[src/rtl/mult_share_pkg.sv]
// Shared constants and elaboration-time helpers for the shared multiply-add arbiter.
// Optional feature macro used by the design: MULT_SHARE_RR_EN (round-robin arbitration).
package mult_share_pkg;

  localparam int REP_UNSIGNED = 0;
  localparam int REP_SIGNED   = 1;

  function automatic int clog2(input int n);
    int r;
    r = 0;
    while ((1 << r) < n) r++;
    return r;
  endfunction

  // Width at which the multiply-add is evaluated before result formatting.
  function automatic int max_width(input int prod_w, input int sum_w);
    return (prod_w > sum_w) ? prod_w : sum_w;
  endfunction

endpackage

[src/rtl/mult_share_if.sv]
// Request/result bundle between NREQ requesters, the shared multiplier and its consumer.
// Used unchanged whether or not MULT_SHARE_RR_EN is defined.
interface mult_share_if
  import mult_share_pkg::*;
#(
  parameter int NREQ   = 4,
  parameter int WIDTHA = 8,
  parameter int WIDTHB = 8,
  parameter int WIDTHS = 16,
  parameter int WIDTHP = 16
);
  localparam int IDW = clog2(NREQ);

  logic [NREQ-1:0]        req_valid;
  logic [NREQ-1:0]        req_ready;
  logic [NREQ*WIDTHA-1:0] req_dataa;
  logic [NREQ*WIDTHB-1:0] req_datab;
  logic [NREQ*WIDTHS-1:0] req_sum;
  logic                   res_valid;
  logic                   res_ready;
  logic [WIDTHP-1:0]      res_result;
  logic [IDW-1:0]         res_id;
  logic                   busy;

  modport master (
    output req_valid, req_dataa, req_datab, req_sum, res_ready,
    input  req_ready, res_valid, res_result, res_id, busy
  );

  modport slave (
    input  req_valid, req_dataa, req_datab, req_sum, res_ready,
    output req_ready, res_valid, res_result, res_id, busy
  );

endinterface

[src/rtl/mult_share_rr_arb.sv]
// Requester arbiter: round-robin with a rotating pointer when MULT_SHARE_RR_EN is defined,
// otherwise stateless fixed priority (lowest index wins). Grants only while adv is high.
module mult_share_rr_arb
  import mult_share_pkg::*;
#(
  parameter int  NREQ = 4,
  localparam int IDW  = clog2(NREQ)
) (
`ifdef MULT_SHARE_RR_EN
  input  logic            clk,
  input  logic            reset,
`endif
  input  logic [NREQ-1:0] req,
  input  logic            adv,
  output logic [NREQ-1:0] grant,
  output logic [IDW-1:0]  idx
);

  logic           found;
  logic [IDW-1:0] sel;

`ifdef MULT_SHARE_RR_EN
  logic [IDW-1:0] ptr_q, ptr_d;
  int             j;

  // NOTE: every variable written here gets a default first, so no path leaves it unassigned (no latch).
  always_comb begin
    found = 1'b0;
    sel   = '0;
    j     = 0;
    for (int k = 0; k < NREQ; k++) begin
      j = int'(ptr_q) + k;
      if (j >= NREQ) j = j - NREQ;
      if (!found && req[j]) begin
        found = 1'b1;
        sel   = IDW'(j);
      end
    end
    ptr_d = ptr_q;
    if (adv && found) ptr_d = (sel == IDW'(NREQ - 1)) ? '0 : sel + 1'b1;
  end

  // NOTE: sequential state uses non-blocking assignments only; combinational logic uses blocking.
  always_ff @(posedge clk) begin
    if (reset) ptr_q <= '0;
    else       ptr_q <= ptr_d;
  end
`else
  always_comb begin
    found = 1'b0;
    sel   = '0;
    for (int i = 0; i < NREQ; i++) begin
      if (!found && req[i]) begin
        found = 1'b1;
        sel   = IDW'(i);
      end
    end
  end
`endif

  always_comb begin
    grant = '0;
    if (adv && found) grant[sel] = 1'b1;
    idx = sel;
  end

endmodule

[src/rtl/mult_share_arbiter.sv]
// NREQ requesters share one two-stage multiply-add pipeline (S1 operands, S2 result).
// Arbitration policy selected by MULT_SHARE_RR_EN (defined: round-robin, else fixed priority).
module mult_share_arbiter
  import mult_share_pkg::*;
#(
  parameter int NREQ       = 4,
  parameter int WIDTHA     = 8,
  parameter int WIDTHB     = 8,
  parameter int WIDTHS     = 16,
  parameter int WIDTHP     = 16,
  parameter int SIGNED_REP = REP_UNSIGNED
) (
  input logic        clk,
  input logic        reset,
  mult_share_if.slave bus
);

  localparam int IDW  = clog2(NREQ);
  localparam int MAXW = max_width(WIDTHA + WIDTHB, WIDTHS);

  logic              s1_valid_q, s1_valid_d;
  logic [WIDTHA-1:0] s1_a_q, s1_a_d;
  logic [WIDTHB-1:0] s1_b_q, s1_b_d;
  logic [WIDTHS-1:0] s1_s_q, s1_s_d;
  logic [IDW-1:0]    s1_id_q, s1_id_d;
  logic              s2_valid_q, s2_valid_d;
  logic [WIDTHP-1:0] s2_result_q, s2_result_d;
  logic [IDW-1:0]    s2_id_q, s2_id_d;

  logic              s2_adv, s1_load, arb_adv;
  logic [NREQ-1:0]   grant;
  logic [IDW-1:0]    win_idx;
  logic [MAXW-1:0]   a_ext, b_ext, s_ext, p;
  logic [WIDTHP-1:0] res_calc;

  // S2 frees up when empty or consumed; S1 may load whenever it can move into S2.
  assign s2_adv  = !s2_valid_q || bus.res_ready;
  assign s1_load = !s1_valid_q || s2_adv;
  assign arb_adv = s1_load && !reset;

  mult_share_rr_arb #(.NREQ(NREQ)) u_arb (
`ifdef MULT_SHARE_RR_EN
    .clk   (clk),
    .reset (reset),
`endif
    .req   (bus.req_valid),
    .adv   (arb_adv),
    .grant (grant),
    .idx   (win_idx)
  );

  assign bus.req_ready = grant;

  always_comb begin
    if (SIGNED_REP == REP_SIGNED) begin
      a_ext = MAXW'(signed'(s1_a_q));
      b_ext = MAXW'(signed'(s1_b_q));
      s_ext = MAXW'(signed'(s1_s_q));
    end else begin
      a_ext = MAXW'(s1_a_q);
      b_ext = MAXW'(s1_b_q);
      s_ext = MAXW'(s1_s_q);
    end
    p = a_ext * b_ext + s_ext;
  end

  generate
    if (WIDTHP >= MAXW) begin : g_ext
      always_comb begin
        if (SIGNED_REP == REP_SIGNED) res_calc = WIDTHP'(signed'(p));
        else                          res_calc = WIDTHP'(p);
      end
    end else begin : g_trunc
      assign res_calc = WIDTHP'(p >> (MAXW - WIDTHP));
    end
  endgenerate

  always_comb begin
    s1_valid_d  = s1_valid_q;
    s1_a_d      = s1_a_q;
    s1_b_d      = s1_b_q;
    s1_s_d      = s1_s_q;
    s1_id_d     = s1_id_q;
    if (s1_load) begin
      s1_valid_d = |grant;
      if (|grant) begin
        s1_a_d  = bus.req_dataa[win_idx*WIDTHA +: WIDTHA];
        s1_b_d  = bus.req_datab[win_idx*WIDTHB +: WIDTHB];
        s1_s_d  = bus.req_sum[win_idx*WIDTHS +: WIDTHS];
        s1_id_d = win_idx;
      end
    end

    // Data fields keep their old value when S2 drains empty, so outputs never glitch.
    s2_valid_d  = s2_valid_q;
    s2_result_d = s2_result_q;
    s2_id_d     = s2_id_q;
    if (s2_adv) begin
      s2_valid_d = s1_valid_q;
      if (s1_valid_q) begin
        s2_result_d = res_calc;
        s2_id_d     = s1_id_q;
      end
    end
  end

  // NOTE: only a handful of pipeline registers, so all of them (data included) are reset to zero.
  always_ff @(posedge clk) begin
    if (reset) begin
      s1_valid_q  <= 1'b0;
      s1_a_q      <= '0;
      s1_b_q      <= '0;
      s1_s_q      <= '0;
      s1_id_q     <= '0;
      s2_valid_q  <= 1'b0;
      s2_result_q <= '0;
      s2_id_q     <= '0;
    end else begin
      s1_valid_q  <= s1_valid_d;
      s1_a_q      <= s1_a_d;
      s1_b_q      <= s1_b_d;
      s1_s_q      <= s1_s_d;
      s1_id_q     <= s1_id_d;
      s2_valid_q  <= s2_valid_d;
      s2_result_q <= s2_result_d;
      s2_id_q     <= s2_id_d;
    end
  end

  assign bus.res_valid  = s2_valid_q;
  assign bus.res_result = s2_result_q;
  assign bus.res_id     = s2_id_q;
  assign bus.busy       = s1_valid_q | s2_valid_q;

endmodule

[src/flat_wrapper.sv]
// flat-port wrapper written by rule: the top's interface ports become plain ports
module mult_share_arbiter_flat import mult_share_pkg::*;
#(
  parameter int NREQ       = 4,
  parameter int WIDTHA     = 8,
  parameter int WIDTHB     = 8,
  parameter int WIDTHS     = 16,
  parameter int WIDTHP     = 16,
  parameter int SIGNED_REP = REP_UNSIGNED
)
  (clk, reset, bus_req_valid, bus_req_dataa, bus_req_datab, bus_req_sum, bus_res_ready, bus_req_ready, bus_res_valid, bus_res_result, bus_res_id, bus_busy);
  mult_share_if #(.NREQ(NREQ), .WIDTHA(WIDTHA), .WIDTHB(WIDTHB), .WIDTHS(WIDTHS), .WIDTHP(WIDTHP)) bus_i ();
  input logic clk;
  input logic reset;
  input wire logic [$bits(bus_i.req_valid)-1:0] bus_req_valid;
  input wire logic [$bits(bus_i.req_dataa)-1:0] bus_req_dataa;
  input wire logic [$bits(bus_i.req_datab)-1:0] bus_req_datab;
  input wire logic [$bits(bus_i.req_sum)-1:0] bus_req_sum;
  input wire logic [$bits(bus_i.res_ready)-1:0] bus_res_ready;
  output wire logic [$bits(bus_i.req_ready)-1:0] bus_req_ready;
  output wire logic [$bits(bus_i.res_valid)-1:0] bus_res_valid;
  output wire logic [$bits(bus_i.res_result)-1:0] bus_res_result;
  output wire logic [$bits(bus_i.res_id)-1:0] bus_res_id;
  output wire logic [$bits(bus_i.busy)-1:0] bus_busy;
  assign bus_i.req_valid = bus_req_valid;
  assign bus_i.req_dataa = bus_req_dataa;
  assign bus_i.req_datab = bus_req_datab;
  assign bus_i.req_sum = bus_req_sum;
  assign bus_i.res_ready = bus_res_ready;
  assign bus_req_ready = bus_i.req_ready;
  assign bus_res_valid = bus_i.res_valid;
  assign bus_res_result = bus_i.res_result;
  assign bus_res_id = bus_i.res_id;
  assign bus_busy = bus_i.busy;
  mult_share_arbiter #(.NREQ(NREQ), .WIDTHA(WIDTHA), .WIDTHB(WIDTHB), .WIDTHS(WIDTHS), .WIDTHP(WIDTHP), .SIGNED_REP(SIGNED_REP)) u_core (.clk(clk), .reset(reset), .bus(bus_i));
endmodule
[config.mk]
export PLATFORM = sky130hd
export DESIGN_NAME = mult_share_arbiter_flat
export DESIGN_NICKNAME = d
export VERILOG_FILES = /design/src/rtl/mult_share_pkg.sv /design/src/rtl/mult_share_if.sv /design/src/rtl/mult_share_rr_arb.sv /design/src/rtl/mult_share_arbiter.sv /design/src/flat_wrapper.sv
export SDC_FILE = /design/constraint.sdc
export NUM_CORES = 1
export LEC_CHECK = 0
export ABC_AREA = 1
export CORE_MARGIN = 2
export CORE_UTILIZATION = 50
export CTS_CLUSTER_DIAMETER = 120
export DETAILED_ROUTE_END_ITERATION = 12
export GPL_ROUTABILITY_DRIVEN = 0
export PLACE_DENSITY = 0.82
export RECOVER_POWER = 25
export SLEW_MARGIN = 20
export SYNTH_ARGS = -nofsm -noshare
export SYNTH_HDL_FRONTEND = slang
export SYNTH_HIERARCHICAL = 1
export SYNTH_SLANG_ARGS = --single-unit
[constraint.sdc]
create_clock -name clk -period 4.85 [get_ports clk]
set_input_delay 0.97 -clock clk [delete_from_list [all_inputs] [get_ports clk]]
set_output_delay 0.97 -clock clk [all_outputs]
set_load 0.02 [all_outputs]
==> results.yml, run 1 <==
detailed_routing:
  wl_per_cell_um: 12.1
  drt_wl_total_um: 13900
  firstDrtPassIters: 5
  via_count: 5657
  wl_met1_um: 6410
  via_per_inst: 4.93
  wl_met3_um: 729
  wl_met2_um: 6600
  dr.first_iter.drc_count: 274
  route.detailed.drc: 0
  top_layer: "met4"
  ant_nets: 0
cells_and_area:
  drive_gt1_share_pct: 6.67
  mostFrequentLayoutCells: "inv_1, nand2_1, clkdlybuf4s50_1"
  instances_no_fill: 1148
  register_area_um2: 1080
  final_common_cell: "inv_1"
  nFillCells: 1015
  diodes: 0
  nNetsFinal: 1225
  syn2layout_area_growth_pct: 27.3
  multiInputGateArea_um2: 3790
logic_synthesis:
  syn_area_per_cell_um2: 6.66
  ys_seq_area_share_pct: 18.3
  synth_adder_area_share_pct: 24.4
  yosys.area_share.simple_pct: 25.5
  synth-compound-area-share_pct: 13.7
  ys_types: 29
  synthMuxAreaShare_pct: 0
  synth_top_cell_by_area: "dfxtp_1"
  ys_ff_latch: 54
  synthArstFlopShare_pct: 0
  yosysWarnings: 6
  syn_area_um2: 5890
  synth_flop_cell: "dfxtp_1"
  syn_inst: 885
  syn-num-nets: 1105
  synth_area_leaders: "dfxtp_1, fa_1, inv_1, nand2_1, nor2_1"
  synth-edff-count: 0
  synth_xor_area_share_pct: 0.594
  yosysTopAreaCellShare_pct: 18.3
  synth_top_family_by_area: "simple AND/OR/NAND/NOR gates"
job:
  max_cap_violations: 0
clocking:
  cts_setup_buffers: 0
  insertion_delay_ns: 0.29
  cts_root_buffer: "clkbuf_16"
  cts.sinks: 54
  clk_pin_slew_worst_paths_ns: 0.07
  clock_tree.buffer_depth: 2
  cts_buffers: 5
  h-tree-depth: 2
  postCtsHoldBufs: 0
  cts.repair.resized: 0
  cts_tree: "built"
sta:
  worst_slew_pin_slew_ns: 1.08
  skew_ns: 0.00795
  clock.fmax_ghz: 0.246
  rsz0062_at_grt: "no"
  finalCriticalPeriod_ns: 4.06
  finalCritPeriodShare_pct: 83.8
  whs_ns: 0.479
  hold_viol: 0
  final-setup-viol-count: 0
  tns_ns: 0
  slew_headroom_pct: 28.2
  fin_ws_ns: 0.788
  slew_violations: 0
worst_setup_path:
  path_buf_inv: 4
  worstSetupEndpointType: "register"
  crit_required_ns: 5.04
  cp_slowest_cell: "fa_1"
  cp_top_family: "adder cells"
  cp.depth: 17
  path_cells: "nand2_1, fa_1, inv_1, fa_1, fa_1, inv_1, fa_1, inv_1, ha_1, nand2_1, nor2_1, nand2_1, nand2_1, xnor2_1, nand2_1, nand2_1, inv_1"
  crit_type: "register to register"
  critical-path-max-stage-delay_ns: 0.56
  cp_common_cell: "nand2_1"
  cp-start-kind: "register"
  arrival_ns: 4.25
  r2r_cells: 17
  critical_path.max_fanout: 9
placed_design:
  pre_cts_ws_ns: 0.791
  portBuffers: 158
  dpl.hpwl_um: 11200
  dpl.cell_count: 1141
global_routing:
  grt-ovfl-total: 0
  first_global_vias: 5656
  grt_usage_pct: 23.0
  grt_max_degree: 66
  grt_pass1_wl_um: 24700
  antenna_found_initial: 0
floorplan:
  start_util_pct: 51.4
  dieArea_um2: 12700
  dieHeight_um: 113
  io_pins: 159
  die_w_um: 113
  rows: 39
  core_um2: 11500
power:
  leakage_nw: 3.88
  vdd_ir_drop_max_mv: 0.166
  power_mw: 1.63
  power.density_nw_per_um2: 218
min_path:
  hold_depth: 2
  min_path_type: "register to register"
status:
  status: "finished clean"
## final timing paths
path	startpoint	end	slack [ns]
worst min register to register	u_core/bus.res_id[1]	u_core/bus.res_id[1]	0.48
worst max-delay path	u_core/s1_b_q[4]	u_core/bus.res_result[10]	0.79
worst min-delay path	u_core/bus.res_id[1]	u_core/bus.res_id[1]	0.48
worst max register to register	u_core/s1_b_q[4]	u_core/bus.res_result[10]	0.79
## worst register-to-register path: cells and delay by family, from the launching register on
family	cells	cell delay, ns
flops	1	0.52
buf+inv	4	0.20
fa+ha+maj	5	2.44
xor+xnor	1	0.11
simple gates	7	0.69
## Yosys cell counts, types with 8 or more instances
library cell	count
clkbuf_1	21
a31oi_1	32
a21oi_1	11
o21ai_0	62
nor2_1	131
buf_2	8
nand2_1	150
fa_1	50
ha_1	35
nand3_1	18
o21ai_1	47
inv_1	180
dfxtp_1	54
nor2_2	42
## cell type report
class / count / share of cell area (%)
multi-input cells: 596 / 50.5
repair buffers: 164 / 21.7
flip-flops and latches: 54 / 14.4
inverters: 184 / 9.20
well taps: 143 / 2.38
clock buffers: 5 / 1.67
clock inverters: 2 / 0.183
## layer usage
metal,vias to the layer above,GRT usage [%]
met5,-,0
met4,0,3.66
met3,15,3.89
met2,157,40.1
met1,2560,30.6
li1,2925,-
## state kept, by name, summed over array words and instances, names as in the netlist
name                   cells
u_core/bus.res_id          2
u_core/bus.res_valid       1
u_core/s1_a_q              8
u_core/bus.res_result     16
u_core/s1_b_q              8
u_core/s1_id_q             2
u_core/s1_s_q             16
u_core/s1_valid_q          1
## cell families after synthesis
family | after synthesis
compound gates | 153
simple gates | 354
xor+xnor | 4
flops | 54
buf+inv | 235
fa+ha+maj | 85
## power breakdown
part	internal [mW]	switching, mW	leakage [nW]
registers	0.489	0.0538	0.447
logic	0.333	0.405	3.36
clock network	0.190	0.165	0.0701
## per-stage QoR
step	utilization, %	instance area, µm²
detailed placement	64.2	7370
CTS	65.5	7510
global placement	64.2	7370
floorplan	-	5890
global route	65.5	7510
finish	65.5	7510
(Power assumes the default switching activity.)
==> inputs of run 2 (changes only) <==
--- a/config.mk
+++ b/config.mk
@@ -7,11 +7,11 @@
 export LEC_CHECK = 0
 export ABC_AREA = 1
 export CORE_MARGIN = 2
-export CORE_UTILIZATION = 50
+export CORE_UTILIZATION = 45
 export CTS_CLUSTER_DIAMETER = 120
 export DETAILED_ROUTE_END_ITERATION = 12
 export GPL_ROUTABILITY_DRIVEN = 0
-export PLACE_DENSITY = 0.82
+export PLACE_DENSITY = 0.78
 export RECOVER_POWER = 25
 export SLEW_MARGIN = 20
 export SYNTH_ARGS = -nofsm -noshare
==> constraint.sdc (replaced) <==
create_clock -name clk -period 3.52 [get_ports clk]
set_input_delay 0.704 -clock clk [delete_from_list [all_inputs] [get_ports clk]]
set_output_delay 0.704 -clock clk [all_outputs]
set_load 0.02 [all_outputs]
==> run 2 against run 1 <==
- the flow now finishes with violations (negative setup slack)
- worst hold slack improved by 0.0096 ns
- core utilization rose by 0.58 points
- design area rose by 12%
- clock skew fell by 0.0033 ns
- worst setup slack got worse by 1.0 ns
- critical endpoint unchanged
==> results.yml, run 2 (synthesized netlist as in run 1, its figures left out) <==
worst_setup_path:
  worstSetupEndpointType: "register"
  arrival_ns: 3.98
  cp_slowest_cell: "fa_1"
  crit_required_ns: 3.72
  ff2ff_setup_slack_ns: -0.26
  path_cells: "buf_6, nand2_4, inv_2, fa_1, inv_2, fa_1, fa_1, fa_1, inv_2, ha_4, nand2_2, nand2_2, nand2_2, nand2_4, inv_2, nand2_2, xnor2_2, nand2_1, nand2_1, inv_1"
  critical-path-max-stage-delay_ns: 0.57
  critical_path.max_fanout: 4
  cp_top_family: "adder cells"
  cp-start-kind: "register"
  path_buf_inv: 6
  crit_type: "register to register"
cells_and_area:
  final_area_um2: 8400
  instances_no_fill: 1227
  syn2layout_area_growth_pct: 42.5
  post-route-util_pct: 66.0
  mostFrequentLayoutCells: "clkdlybuf4s50_1, inv_1, nor2_1"
  drive_gt1_share_pct: 21.7
  nNetsFinal: 1274
  diodes: 0
  nFillCells: 1130
  final_common_cell: "clkdlybuf4s50_1"
floorplan:
  die_w_um: 118
  io_pins: 159
  dieArea_um2: 14000
  rows: 41
  start_util_pct: 46.3
  dieHeight_um: 118
  core_um2: 12700
sta:
  whs_ns: 0.489
  clock.fmax_ghz: 0.265
  final-setup-viol-count: 10
  tns_ns: -1.98
  finalCriticalPeriod_ns: 3.78
  slew_violations: 0
  fin_ws_ns: -0.259
  hold_viol: 0
  finalCritPeriodShare_pct: 107
  skew_ns: 0.00465
  rsz0062_at_grt: "yes"
  worst_slew_pin_slew_ns: 0.770
  slew_headroom_pct: 48.6
placed_design:
  portBuffers: 158
  dpl.cell_count: 1209
  pre_cts_ws_ns: -0.394
  dpl.hpwl_um: 13000
  placed_cell_area_um2: 7830
clocking:
  insertion_delay_ns: 0.29
  clock_tree.buffer_depth: 2
  cts_tree: "built"
  h-tree-depth: 2
  cts_buffers: 5
  clk_pin_slew_worst_paths_ns: 0.07
  cts_root_buffer: "clkbuf_16"
  cts.sinks: 54
power:
  seqPwrFrac_pct: 26.8
  power.density_nw_per_um2: 333
  leakage_nw: 4.21
  power_mw: 2.80
  comb_power_share_pct: 54.9
  p_int_mw: 1.68
  vdd_ir_drop_max_mv: 0.230
  clkPwrFrac_pct: 18.2
  p_switching_mw: 1.11
  p_sw_share_pct: 39.8
detailed_routing:
  route.detailed.drc: 0
  ant_nets: 0
  dr.first_iter.drc_count: 285
  via_per_inst: 4.97
  via_count: 6103
  wl_per_cell_um: 14.0
  firstDrtPassIters: 5
  drt_wl_total_um: 17200
global_routing:
  grt_max_degree: 65
  grt-ovfl-total: 0
  antenna_found_initial: 0
  first_global_vias: 6084
  grt_pass1_wl_um: 27400
  grt_usage_pct: 23.7
status:
  violations: "negative setup slack"
  status: "complete, but fails checks"
job:
  max_cap_violations: 0
min_path:
  min_path_type: "register to register"
[run 2: changes by cell type in the layout (fill, tap and decap cells not counted), moves of 9 or more]
cell | previous run | this run
nand2_1 | 149 | 106
buf_4 | 6 | 44
nand2_2 | 3 | 32
inv_1 | 180 | 153
inv_2 | 4 | 28
clkdlybuf4s50_1 | 139 | 158
dlygate4sd3_1 | 19 | 0
dfxtp_1 | 54 | 38
nand2_4 | 0 | 14
dfxtp_4 | 0 | 11
buf_6 | 0 | 9
[run 2: worst min-delay path: stages, from the launching register on]
cell and delay, ns:
dfxtp_1 0.33, nor2_1 0.05, nor2_1 0.08
[run 2: metal layers]
layer | GRT usage [%] | routed length [µm]
met4 | 6.18 | 376
met5 | 0 | 0
met3 | 3.28 | 801
met1 | 28.7 | 7100
met2 | 43.8 | 8950
[run 2: final cells by class]
| class | instances | area, µm² | share of cell area (%) |
|---|---|---|---|
| inverter | 184 | 698 | 8.31 |
| timing repair buffer | 213 | 2050 | 24.4 |
| sequential | 54 | 1130 | 13.4 |
| clock inverter | 2 | 17.5 | 0.209 |
| tap | 172 | 215 | 2.56 |
| multi-input combinational | 596 | 4160 | 49.5 |
| clock buffer | 6 | 129 | 1.53 |
[run 2: final timing paths]
check,startpoint,to,depth (start not counted)
max,u_core/s1_a_q[5],u_core/bus.res_result[10],20
min,u_core/bus.res_id[0],u_core/bus.res_id[0],2
max reg2reg,u_core/s1_a_q[5],u_core/bus.res_result[10],20
min reg2reg,u_core/bus.res_id[0],u_core/bus.res_id[0],2
[run 2: power by group through the flow]
stage / Combinational [mW] / Clock, mW / Sequential (mW)
finish: 1.54 / 0.510 / 0.750
global route: 1.68 / 0.531 / 0.757
CTS: 1.40 / 0.512 / 0.743
detailed placement: 1.29 / 0 / 0.753
global placement: 1.26 / 0 / 0.751
floorplan: 0.825 / 0 / 0.736
[run 2: repair_timing]
action,4_1_cts,5_1_grt
hold endpoints to repair,0,0
endpoints found under the setup margin,11,11
gates cloned,0,0
resized for setup,67,67
hold buffers,0,0
buffers inserted,3,7
pin swaps,39,61
